$ cat config.mk
export PLATFORM = sky130hd
export DESIGN_NAME = com_bus_arbiter_n
export DESIGN_NICKNAME = d
export VERILOG_FILES = /design/src/rtl/com_bus_arbiter_n_pkg.sv /design/src/rtl/com_bus_arbiter_n_rr_pick_n.sv /design/src/rtl/com_bus_arbiter_n.sv
export SDC_FILE = /design/constraint.sdc
export NUM_CORES = 1
export LEC_CHECK = 0
export ABC_AREA = 1
export BUFFER_PORTS_ARGS = -buffer_cell sky130_fd_sc_hd__buf_2
export CAP_MARGIN = 10
export CELL_PAD_IN_SITES_DETAIL_PLACEMENT = 0
export CELL_PAD_IN_SITES_GLOBAL_PLACEMENT = 1
export CORE_MARGIN = 4
export CORE_UTILIZATION = 40
export CTS_CLUSTER_SIZE = 25
export DETAILED_ROUTE_END_ITERATION = 8
export HOLD_SLACK_MARGIN = 0.02
export PLACE_DENSITY = 0.85
export REMOVE_ABC_BUFFERS = 1
export SYNTH_ARGS = -nofsm -noshare
export SYNTH_HDL_FRONTEND = slang
export SYNTH_HIERARCHICAL = 1
export SYNTH_SLANG_ARGS = --single-unit
$ cat constraint.sdc
create_clock -name clk -period 5.7 [get_ports clk]
set_input_delay 1.14 -clock clk [delete_from_list [all_inputs] [get_ports clk]]
set_output_delay 1.14 -clock clk [all_outputs]
set_load 0.01 [all_outputs]
$ cat src/rtl/com_bus_arbiter_n_pkg.sv
// Shared definitions for the coherence-bus arbiter.
// Provides default core count / index width, FSM state encoding and
// request-class encoding used by the arbiter top and its testbench.
package com_bus_arbiter_n_pkg;

  localparam int DEF_NUM_CORES  = 4;
  localparam int DEF_CORE_IDX_W = 2;

  typedef enum logic [1:0] {
    ST_IDLE      = 2'd0,
    ST_GNT_PROC  = 2'd1,
    ST_GNT_SNOOP = 2'd2,
    ST_RELEASE   = 2'd3
  } arb_state_t;

  typedef enum logic {
    CLS_PROC  = 1'b0,
    CLS_SNOOP = 1'b1
  } req_class_t;

endpackage

$ cat src/rtl/com_bus_arbiter_n_rr_pick_n.sv
// Round-robin picker: finds the first set request at or after ptr, wrapping
// modulo N (N need not be a power of two).
// Ports: req (request vector), ptr (search start) -> found, idx (winner).
module rr_pick_n #(
  parameter int N = 4,
  parameter int W = 2
) (
  input  logic [N-1:0] req,
  input  logic [W-1:0] ptr,
  output logic         found,
  output logic [W-1:0] idx
);

  int         cand;
  logic [W-1:0] cand_idx;

  // Walk offsets from farthest to nearest so the closest requester to ptr
  // is the last write and therefore wins, without needing a loop break.
  always_comb begin
    found    = 1'b0;
    idx      = '0;
    cand     = 0;
    cand_idx = '0;
    for (int k = N - 1; k >= 0; k--) begin
      cand = int'(ptr) + k;
      if (cand >= N) cand = cand - N;
      cand_idx = W'(cand);
      if (req[cand_idx]) begin
        found = 1'b1;
        idx   = cand_idx;
      end
    end
  end

endmodule

$ cat src/rtl/com_bus_arbiter_n.sv
// Coherence-bus arbiter: one grant at a time across NUM_CORES wrappers, two
// request classes (proc, snoop) each with its own round-robin pointer,
// class priority, hold watchdog, and invalidation-ack aggregation.
// Ports: Com_Bus_Req_* in / Com_Bus_Gnt_* out (registered, 1-cycle latency),
// Invalidate + Invalidation_done in -> All_Invalidation_done out,
// Bus_busy / Bus_owner status, Hold_timeout one-cycle watchdog pulse.
module com_bus_arbiter_n
  import com_bus_arbiter_n_pkg::*;
#(
  parameter int NUM_CORES      = DEF_NUM_CORES,
  parameter int CORE_IDX_W     = DEF_CORE_IDX_W,
  parameter bit SNOOP_PRIORITY = 1'b1,
  parameter int MAX_HOLD       = 64
) (
  input  logic                  clk,
  input  logic                  rst_n,
  input  logic [NUM_CORES-1:0]  Com_Bus_Req_proc,
  input  logic [NUM_CORES-1:0]  Com_Bus_Req_snoop,
  output logic [NUM_CORES-1:0]  Com_Bus_Gnt_proc,
  output logic [NUM_CORES-1:0]  Com_Bus_Gnt_snoop,
  input  logic                  Invalidate,
  input  logic [NUM_CORES-1:0]  Invalidation_done,
  output logic                  All_Invalidation_done,
  output logic                  Bus_busy,
  output logic [CORE_IDX_W-1:0] Bus_owner,
  output logic                  Hold_timeout
);

  // Counter only needs to reach MAX_HOLD-1, the cycle on which release fires.
  localparam int HOLD_W = (MAX_HOLD > 2) ? $clog2(MAX_HOLD) : 1;
  localparam logic [HOLD_W-1:0] HOLD_LAST = HOLD_W'((MAX_HOLD > 0) ? MAX_HOLD - 1 : 0);
  localparam logic [CORE_IDX_W-1:0] LAST_IDX = CORE_IDX_W'(NUM_CORES - 1);

  arb_state_t            state, state_d;
  logic [CORE_IDX_W-1:0] ptr_proc, ptr_proc_d;
  logic [CORE_IDX_W-1:0] ptr_snoop, ptr_snoop_d;
  logic [HOLD_W-1:0]     hold_cnt, hold_d;
  logic [NUM_CORES-1:0]  gnt_proc_q, gnt_proc_d;
  logic [NUM_CORES-1:0]  gnt_snoop_q, gnt_snoop_d;
  logic                  busy_q, busy_d;
  logic [CORE_IDX_W-1:0] owner_q, owner_d;
  logic                  timeout_q, timeout_d;
  logic                  aid_q, aid_d;

  logic                  proc_found, snoop_found;
  logic [CORE_IDX_W-1:0] proc_idx, snoop_idx;
  req_class_t            win_cls;
  logic                  owner_req;
  logic                  others_done;

  rr_pick_n #(.N(NUM_CORES), .W(CORE_IDX_W)) u_pick_proc (
    .req   (Com_Bus_Req_proc),
    .ptr   (ptr_proc),
    .found (proc_found),
    .idx   (proc_idx)
  );

  rr_pick_n #(.N(NUM_CORES), .W(CORE_IDX_W)) u_pick_snoop (
    .req   (Com_Bus_Req_snoop),
    .ptr   (ptr_snoop),
    .found (snoop_found),
    .idx   (snoop_idx)
  );

  // The owner never acknowledges its own invalidation, so exclude it.
  always_comb begin
    others_done = 1'b1;
    for (int i = 0; i < NUM_CORES; i++) begin
      if (CORE_IDX_W'(i) != owner_q && !Invalidation_done[i]) others_done = 1'b0;
    end
  end

  always_comb begin
    win_cls = (snoop_found && (SNOOP_PRIORITY || !proc_found)) ? CLS_SNOOP : CLS_PROC;
    owner_req = (state == ST_GNT_PROC) ? Com_Bus_Req_proc[owner_q]
                                       : Com_Bus_Req_snoop[owner_q];
  end

  always_comb begin
    state_d     = state;
    ptr_proc_d  = ptr_proc;
    ptr_snoop_d = ptr_snoop;
    hold_d      = hold_cnt;
    gnt_proc_d  = gnt_proc_q;
    gnt_snoop_d = gnt_snoop_q;
    busy_d      = busy_q;
    owner_d     = owner_q;
    timeout_d   = 1'b0;
    aid_d       = 1'b0;

    case (state)
      ST_IDLE: begin
        if (proc_found || snoop_found) begin
          busy_d = 1'b1;
          hold_d = '0;
          if (win_cls == CLS_SNOOP) begin
            state_d     = ST_GNT_SNOOP;
            owner_d     = snoop_idx;
            gnt_snoop_d = NUM_CORES'(1) << snoop_idx;
            ptr_snoop_d = (snoop_idx == LAST_IDX) ? '0 : snoop_idx + 1'b1;
          end else begin
            state_d    = ST_GNT_PROC;
            owner_d    = proc_idx;
            gnt_proc_d = NUM_CORES'(1) << proc_idx;
            ptr_proc_d = (proc_idx == LAST_IDX) ? '0 : proc_idx + 1'b1;
          end
        end
      end

      ST_GNT_PROC, ST_GNT_SNOOP: begin
        if (!owner_req || (MAX_HOLD > 0 && hold_cnt == HOLD_LAST)) begin
          state_d     = ST_RELEASE;
          gnt_proc_d  = '0;
          gnt_snoop_d = '0;
          busy_d      = 1'b0;
          // A voluntary drop on the last allowed cycle is not a timeout.
          timeout_d   = owner_req;
        end else begin
          // Below HOLD_LAST here, so the increment can never wrap.
          if (MAX_HOLD > 0) hold_d = hold_cnt + 1'b1;
          // Only produced while the proc grant persists, so the registered
          // flag is never seen outside GNT_PROC.
          aid_d = (state == ST_GNT_PROC) && Invalidate && others_done;
        end
      end

      ST_RELEASE: state_d = ST_IDLE;

      default: state_d = ST_IDLE;
    endcase
  end

  always_ff @(posedge clk or negedge rst_n) begin
    if (!rst_n) begin
      state       <= ST_IDLE;
      ptr_proc    <= '0;
      ptr_snoop   <= '0;
      hold_cnt    <= '0;
      gnt_proc_q  <= '0;
      gnt_snoop_q <= '0;
      busy_q      <= 1'b0;
      owner_q     <= '0;
      timeout_q   <= 1'b0;
      aid_q       <= 1'b0;
    end else begin
      state       <= state_d;
      ptr_proc    <= ptr_proc_d;
      ptr_snoop   <= ptr_snoop_d;
      hold_cnt    <= hold_d;
      gnt_proc_q  <= gnt_proc_d;
      gnt_snoop_q <= gnt_snoop_d;
      busy_q      <= busy_d;
      owner_q     <= owner_d;
      timeout_q   <= timeout_d;
      aid_q       <= aid_d;
    end
  end

  assign Com_Bus_Gnt_proc      = gnt_proc_q;
  assign Com_Bus_Gnt_snoop     = gnt_snoop_q;
  assign Bus_busy              = busy_q;
  assign Bus_owner             = owner_q;
  assign Hold_timeout          = timeout_q;
  assign All_Invalidation_done = aid_q;

endmodule

==> impl_metrics.ini <==
[final_layout]
syn_to_final_growth_pct = 11.32
nFillCells = 494
diodes = 0
drive_above_1_share = 0.2131
finalNetCount = 333

[clock_network]
clk-insertion-delay-late_ns = 0.27
ctsHtreeMaxLevel = 1
cts_sinks = 25
cts_tree = built
hold_buffers = 0
clk_pin_slew_worst_paths_ns = 0.09
numCtsBuffers = 3
clock-root-buffer = clkbuf_8
clockBufferDepth = 2
ctsResizeCount = 0
cts_setup_buffers = 0

[critical_path]
timing_worst_setup_path_type = in2reg
crit_path_start_kind = primary input
path_cells = buf_2, inv_1, nand2_2, and2_4, a21oi_1, nand2_1, inv_2, nand2_1, nor2_1, nor2_4, nand4_2, nand3_1, nand2_1
r2r_slack_ns = 3.37
crit_path_end_kind = flip-flop
arrival_ns = 2.84
required_ns = 5.91
cpMostUsedCell = nand2_1
slowest_delay_ns = 0.29
cp_max_fo = 13
cpMaxStageDelayCell = nand2_1

[synthesis]
async_reset_ff_frac = 1.000
synth.cell_area_um2 = 2001
synth_top_area_frac = 0.3127
ys.flop_type = dfrtp_1
synth_edf_count = 0
postSynthCellCount = 279
avgSynthCellArea_um2 = 7.171
yosysTopAreaCell = dfrtp_1
yosysSeqAreaShare = 0.3127
synth_seq_cells = 25
synthTopCellsByArea = dfrtp_1 (31%), nand2_1 (20%), ha_1 (7.5%)
ys_warn_count = 6
synth_cell_type_count = 35

[global_route]
gr-usage-all-layers = 0.1432
grt_overflow = 0
grt_max_degree = 26
grt_pass1_vias = 1746
antenna_found_initial = 0
grt_pass1_wl_um = 7396

[timing]
slew_violations = 0
finalSetupViolCount = 0
fin_ws_ns = 3.076
skew_ns = 0.002865
max_slew_margin = 0.6250
min_period_over_period = 0.4603
hold_viol_final = 0
setup-tns-final_ns = 0
post-route-min-period_ns = 2.624
worstMarginPinSlew_ns = 0.5624
fmax_mhz = 381.1
rsz0062_at_grt = no

[place]
dp.final_hpwl_um = 3238
dpl_worst_slack_ns = 2.830
portBuffers = 27
routabilityCongestion = 0.8414

[drt]
drt_iter0_markers = 61
wl_um = 4141
num_vias = 1788
drtAntennaViolNets = 0
drcViolationCount = 0
first_pass_iters = 4
viasPerCell = 4.806
wire_per_inst_um = 11.13

[die]
die_w_um = 78.72
dieArea_um2 = 6197
ios = 28
initial_core_util = 0.4180
core.rowCount = 25
coreArea_um2 = 4786
die_height_um = 78.72

[run_status]
status = finished clean

[power]
leakagePower_uw = 0.001289
ir_drop_uv = 261.3
p_per_area_nw_per_um2 = 559.8

[flow_run]
cap_viol_max_count = 0

[worst_hold_path]
hold_class = reg2reg
-- power by group --
| part | switching, uW | leakage (uW) | internal, uW |
|---|---|---|---|
| Clock | 60.9 | 0.0000217 | 49.6 |
| Sequential | 68.0 | 0.000331 | 232 |
| Combinational | 542 | 0.000936 | 294 |
| Total | 671 | 0.00129 | 576 |
-- stage by stage --
stage	utilization	hold slack, ns	power, uW	instances	cell area [um2]
final	0.4654	0.4746	1247	372	2227
after global routing	0.4654	0.5028	1384	372	2227
after CTS	0.4654	0.4819	1258	372	2227
after detailed placement	0.4552	0.4576	1140	368	2178
after global placement	0.4552	0.4578	1132	368	2178
after floorplan	-	0.4419	954.8	274	1959
-- cells in the mapped netlist, types with 3 or more instances --
cell type and instances:
a21oi_1 5, o21ai_0 4, inv_1 27, nand3_1 23, ha_1 12, nor2_1 15, o21ai_2 3, nand4_1 8
nand2_2 8, inv_2 7, nand2_1 106, nand2_4 3, dfrtp_1 25
-- final cells by class --
type                       instances  area [um2]  area share
sequential                        25       625.6      0.2809
clock buffer                       3       41.29     0.01854
inverter                          36       137.6     0.06180
clock inverter                     1       7.507    0.003371
tap                               67       83.83     0.03764
timing repair buffer              27       135.1     0.06067
multi-input combinational        213        1196      0.5371
-- cell usage in the layout (no fill, tap or decap), types with 4 or more instances in the layout --
cell type | synthesis | layout
nand2_1 | 106 | 106
a21oi_1 | 5 | 5
nor2_1 | 15 | 15
nand2_2 | 8 | 8
ha_1 | 12 | 12
inv_1 | 27 | 27
inv_2 | 7 | 7
dfrtp_1 | 25 | 25
nand3_1 | 23 | 23
nand4_1 | 8 | 8
o21ai_0 | 4 | 4
buf_2 | 0 | 27
-- metal layers --
| layer | vias to the layer above | GRT usage | part of all wire |
|---|---|---|---|
| met5 | - | 0 | 0 |
| met4 | 0 | 0.03147 | 0.0082 |
| met3 | 4 | 0.01474 | 0.030 |
| met2 | 26 | 0.2572 | 0.48 |
| met1 | 810 | 0.1850 | 0.48 |
| li1 | 948 | - | - |
-- kinds of logic (layout without fill, tap and decap cells) --
family                     after synthesis  after routing  synth area share
and+or+nand+nor                        175            175            0.4321
DFF                                     25             25            0.3127
muxes                                    1              1          0.005628
xor gates and xnor gates                 2              2          0.008757
AOI/OAI and AO/OA                       23             23           0.07629
adders and majority gates               12             12           0.07504
buffers and inverters                   41             67           0.08943
-- worst max-delay path, delay by kind of cell --
family	cells	cell delay (ns)
buf+inv	3	0.33
simple gates	9	1.25
compound gates	1	0.11
-- path summary, 6_finish.rpt --
path | start | endpoint | cells past startpoint
hold / removal | Com_Bus_Gnt_snoop[2]$_DFFE_PN0P_ | Com_Bus_Gnt_snoop[2]$_DFFE_PN0P_ | 2
setup reg to reg | ptr_snoop[0]$_DFFE_PN0P_ | Com_Bus_Gnt_proc[0]$_DFFE_PN0P_ | 14
max in group asynchronous | rst_n | Com_Bus_Gnt_proc[0]$_DFFE_PN0P_ | 1
min in group asynchronous | rst_n | All_Invalidation_done$_DFF_PN0_ | 1
hold reg to reg | Com_Bus_Gnt_snoop[2]$_DFFE_PN0P_ | Com_Bus_Gnt_snoop[2]$_DFFE_PN0P_ | 2
setup / recovery | Com_Bus_Req_snoop[3] | hold_cnt[0]$_DFFE_PN0P_ | 13
-- flip-flops by register name, summed over array words and instances (netlist names) --
register / cells
Hold_timeout: 1
ptr_snoop: 2
Bus_busy: 1
All_Invalidation_done: 1
hold_cnt: 6
Com_Bus_Gnt_proc: 4
state: 2
Com_Bus_Gnt_snoop: 4
Bus_owner: 2
ptr_proc: 2
Note: power is estimated with default switching activity, not from simulation.
